`src/rtl/pyrxlnctrl_pack.sv`:
```
// Receive payload packer: serial decoded payload bits -> 32-bit LSB-first words for the ACL/SCO rx buffers.
// Build option RXPY_SEQN_FILTER_EN enables the ACL SEQN duplicate filter (default: disabled).
module pyrxlnctrl_pack (
  input  logic        clk_6M,
  input  logic        rst,
  input  logic        ms_tslot_p,
  input  logic        dec_LMPcmd,
  input  logic        rx_reservedslot,
  input  logic        dec_py_period,
  input  logic        dec_pybit,
  input  logic        dec_pybit_valid,
  input  logic        dec_py_endp,
  input  logic        dec_crc_ok,
  input  logic        dec_seqn,
  output logic [7:0]  rxlnctrl_addr,
  output logic [31:0] rxlnctrl_din,
  output logic        rxlnctrl_we,
  output logic        rxlnctrlacl_cs,
  output logic        rxlnctrlsco_cs,
  output logic [12:0] rx_pybitcount,
  output logic        rxacl_commit_p,
  output logic        rxacl_discard_p,
  output logic        rxacl_dup_p,
  output logic        rx_overflow
);

`ifdef RXPY_SEQN_FILTER_EN
  localparam logic SEQN_FILTER = 1'b1;
`else
  localparam logic SEQN_FILTER = 1'b0;
`endif

  typedef enum logic [1:0] {IDLE, COLLECT, FLUSH, DONE} state_t;

  state_t      state;
  logic        py_period_p1;
  logic        lmp_slot;
  logic [13:0] count;
  logic [31:0] word;
  logic        crc_l;
  logic        seqn_l;
  logic        acl_l;
  logic        last_seqn;

  logic        take_bit;
  logic [13:0] count_inc;
  logic [31:0] word_ins;

  assign rxlnctrlacl_cs = dec_py_period & (lmp_slot | ~rx_reservedslot);
  assign rxlnctrlsco_cs = dec_py_period & ~lmp_slot & rx_reservedslot;

  // Count stops at 8192; the 13-bit view holds at its maximum once saturated.
  assign rx_pybitcount = count[13] ? 13'h1FFF : count[12:0];

  assign take_bit  = dec_pybit_valid & ~count[13];
  assign count_inc = count + 14'(take_bit);
  assign word_ins  = word | (32'(dec_pybit) << count[4:0]);

  always_ff @(posedge clk_6M) begin
    if (rst) begin
      state           <= IDLE;
      py_period_p1    <= 1'b0;
      lmp_slot        <= 1'b0;
      count           <= '0;
      word            <= '0;
      crc_l           <= 1'b0;
      seqn_l          <= 1'b0;
      acl_l           <= 1'b0;
      last_seqn       <= 1'b1;
      rxlnctrl_addr   <= '0;
      rxlnctrl_din    <= '0;
      rxlnctrl_we     <= 1'b0;
      rxacl_commit_p  <= 1'b0;
      rxacl_discard_p <= 1'b0;
      rxacl_dup_p     <= 1'b0;
      rx_overflow     <= 1'b0;
    end else begin
      py_period_p1    <= dec_py_period;
      rxlnctrl_we     <= 1'b0;
      rxacl_commit_p  <= 1'b0;
      rxacl_discard_p <= 1'b0;
      rxacl_dup_p     <= 1'b0;
      if (ms_tslot_p) lmp_slot <= dec_LMPcmd;

      case (state)
        IDLE: begin
          if (dec_py_period && !py_period_p1) begin
            state       <= COLLECT;
            count       <= '0;
            word        <= '0;
            rx_overflow <= 1'b0;
          end
        end
        COLLECT: begin
          if (take_bit) begin
            count <= count_inc;
            if (count[4:0] == 5'd31) begin
              rxlnctrl_we   <= 1'b1;
              rxlnctrl_din  <= word_ins;
              rxlnctrl_addr <= count[12:5];
              word          <= '0;
            end else begin
              word <= word_ins;
            end
          end else if (dec_pybit_valid) begin
            rx_overflow <= 1'b1;
          end
          // The endp-cycle bit is already in count_inc, so a just-completed word goes straight to DONE.
          if (dec_py_endp) begin
            crc_l  <= dec_crc_ok;
            seqn_l <= dec_seqn;
            acl_l  <= lmp_slot | ~rx_reservedslot;
            state  <= (count_inc[4:0] != 5'd0) ? FLUSH : DONE;
          end else if (!dec_py_period) begin
            state <= IDLE;
          end
        end
        FLUSH: begin
          rxlnctrl_we   <= 1'b1;
          rxlnctrl_din  <= word;
          rxlnctrl_addr <= count[12:5];
          state         <= DONE;
        end
        DONE: begin
          if (acl_l) begin
            if (!crc_l || rx_overflow) begin
              rxacl_discard_p <= 1'b1;
            end else if (SEQN_FILTER && (seqn_l == last_seqn)) begin
              rxacl_dup_p <= 1'b1;
            end else begin
              rxacl_commit_p <= 1'b1;
              last_seqn      <= seqn_l;
            end
          end
          state <= IDLE;
        end
        default: state <= IDLE;
      endcase
    end
  end

endmodule

```
`config.mk`:
```
export PLATFORM = sky130hd
export DESIGN_NAME = pyrxlnctrl_pack
export DESIGN_NICKNAME = d
export VERILOG_FILES = /design/src/rtl/pyrxlnctrl_pack.sv
export SDC_FILE = /design/constraint.sdc
export NUM_CORES = 1
export LEC_CHECK = 0
export CAP_MARGIN = 20
export CORE_MARGIN = 10
export CORE_UTILIZATION = 45
export CTS_CLUSTER_SIZE = 12
export DETAILED_ROUTE_END_ITERATION = 8
export PLACE_DENSITY = 0.7
export SYNTH_ARGS = -nofsm -noshare
export SYNTH_HDL_FRONTEND = slang
export SYNTH_SLANG_ARGS = --single-unit
export TNS_END_PERCENT = 20
```
`constraint.sdc`:
```
create_clock -name clk_6M -period 2.7 [get_ports clk_6M]
set_input_delay 0.405 -clock clk_6M [delete_from_list [all_inputs] [get_ports clk_6M]]
set_output_delay 0.405 -clock clk_6M [all_outputs]
set_load 0.02 [all_outputs]
```
==> metrics.yaml <==
setup_path:
  end_kind: "primary output"
  reg2reg_depth: 8
  worstSetupStartpointType: "input port"
  required_ps: 2300
  critPathMaxFanout: 3
  arrival_ps: 1860
  path_class: "input port to primary output"
synthesis:
  synthSimpleGateAreaFrac: 0.265
  synth_edf_count: 0
  synth_largest_area_cell: "dfxtp_1"
  synth_cell_types: 50
  synth_xor_area_frac: 0.0196
  synth_fp_nets: 480
  synth_top_family_by_area: "simple AND/OR/NAND/NOR gates"
  syn_avg_cell_area_sq_um: 8.71
  ys_seq_area_frac: 0.478
  synth_fa_ha_area_frac: 0.0218
  synthMuxAreaShare: 0.00746
  synth.area.top_cells: "dfxtp_1, nor2_1, a21oi_1"
  yosysWarningCount: 0
  synth_compound_area_frac: 0.156
  synth_cells: 462
  synth_top_area_frac: 0.478
  synthesis.area_sq_um: 4020
  synth_seq_cells: 96
  ys_dominant_reg_cell: "dfxtp_1"
  ys_async_sr_fraction: 0
cts:
  cts.repair.resized: 0
  htreeDepth: 3
  cts_setup_buffers: 0
  clk_pin_slew_worst_paths_ps: 90
  clockBufferDepth: 2
  cts_made_buffers: 9
  clk_latency_ps: 360
  cts_sinks: 96
  cts_root_buf: "clkbuf_8"
  cts_tree: "done"
  cts_hold_buf: 0
final_layout:
  antennaDiodeCount: 0
  layout_commonest_cell: "dfxtp_1"
  area_growth_syn_to_layout_pct: 23.7
  layout-drive-gt1-share: 0.108
  nets: 541
  layout_common_cells: "dfxtp_1, nor2_1, clkdlybuf4s50_1"
  fillers: 777
  multiInputGateArea_sq_um: 1900
  regArea_sq_um: 1920
power_and_ir_drop:
  power_density_nw_per_um2: 563
  peakVddDrop_mv: 0.256
  p_leak_nw: 1.74
outcome:
  status: "complete, no violations"
route:
  vias: 3332
  wire_per_inst_um: 15.1
  wirelength_um: 9590
  drc_errors: 0
  vias_per_cell: 5.24
  ant_nets: 0
  first_iter_violations: 178
  firstDrtPassIters: 4
global_route:
  met3_usage: 0.0304
  grt_pass1_wl_um: 16200
  use_met1: 0.186
  grt-ovfl-total: 0
  grt_pass1_vias: 3255
  grt_use_total: 0.150
  top_usage_layer: "met2"
  antenna_found_initial: 0
  grt.met2_usage: 0.247
  grt_max_degree: 54
hold_path:
  hp-class: "register to register"
  min_path_cells: 2
floorplan:
  dieArea_sq_um: 13100
  rows: 34
  die_w_um: 115
  core_sq_um: 8720
  die_h_um: 115
  ioPinCount: 71
  initial_core_util: 0.461
place:
  place_ws_ps: 338
  globalplace.congestion: 0.799
  io_buffers: 68
  dp_hpwl_um: 6710
timing:
  skew_ps: 9.07
  tightestPinTransition_ps: 615
  min_period_ps: 2270
  period_share: 0.840
  rsz0062_at_grt: "false"
  finalHoldViolations: 0
  setup_slack_ps: 431
  setup_viol: 0
  relSlewSlack: 0.588
  slew_violations: 0
  setup_tns_ps: 0
  fmax_mhz: 441
job:
  cap_violations: 0
-- state kept, by name, summed over array words and instances (netlist names), named ones only --
name,count
py_period_p1,1
rxacl_discard_p,1
crc_l,1
rxlnctrl_addr,8
rxlnctrl_din,32
count,14
word,32
acl_l,1
lmp_slot,1
rxacl_commit_p,1
state,1
rx_overflow,1
rxlnctrl_we,1
-- power breakdown --
group	total, mW	switching (mW)	internal (mW)
sequential	1.45	0.0145	1.44
clock	1.04	0.509	0.527
combinational	0.318	0.200	0.117
total	2.80	0.724	2.08
-- worst max-delay path, cell delays in order --
cell and delay (ps):
clkdlybuf4s50_1 470, nor2b_1 210, and2_1 160, clkdlybuf4s50_1 620
-- per-layer routing --
layer / vias to the layer above / wire length [um] / part of all wire
met5: - / 0 / 0
li1: 1702 / - / -
met2: 58 / 4550 / 0.48
met4: 0 / 143 / 0.015
met1: 1563 / 4480 / 0.47
met3: 9 / 406 / 0.042
-- through the flow --
step | hold WS [ps] | utilization | cells | area, sq um | power, mW
after floorplan | 409 | - | 462 | 4020 | 1.72
after global placement | 426 | 0.546 | 620 | 4760 | 1.80
after detailed placement | 425 | 0.546 | 620 | 4760 | 1.80
after CTS | 440 | 0.571 | 636 | 4980 | 2.83
after global routing | 477 | 0.571 | 636 | 4980 | 2.91
final | 439 | 0.571 | 636 | 4980 | 2.80
-- cell families after synthesis --
kind of cell	count (synthesis)
buffers and inverters	37
adders and majority gates	7
and+or+nand+nor	211
DFF	96
muxes	3
AOI/OAI and AO/OA	98
xor gates and xnor gates	9
other	1
-- path summary, 6_finish.rpt --
kind                         from              to  slack [ps]
setup / recovery  rx_reservedslot  rxlnctrlsco_cs         430
setup reg to reg         register        word[28]         570
hold / removal           word[31]        word[31]         440
hold reg to reg          word[31]        word[31]         440
-- synthesized netlist by cell type (all sizes together), types with 2 or more instances --
cell type	number
nand4	4
a211oi	25
nand2	45
nor3	30
a31oi	3
nor2	83
and2	4
inv	8
mux2i	3
a22oi	2
xnor2	2
or2	13
nor2b	7
xor2	7
buf	21
clkbuf	8
nor4b	3
and3	2
dfxtp	96
ha	7
o21ai	6
nand2b	2
nor3b	6
nand3	7
a21oi	54
-- layout make-up --
class | instances | share of cell area
inverter | 8 | 0.00603
clock inverter | 6 | 0.0184
multi-input combinational | 329 | 0.382
clock buffer | 10 | 0.0256
tap | 108 | 0.0271
timing repair buffer | 79 | 0.155
sequential | 96 | 0.386
No activity file was read; power rests on OpenSTA's default activity.
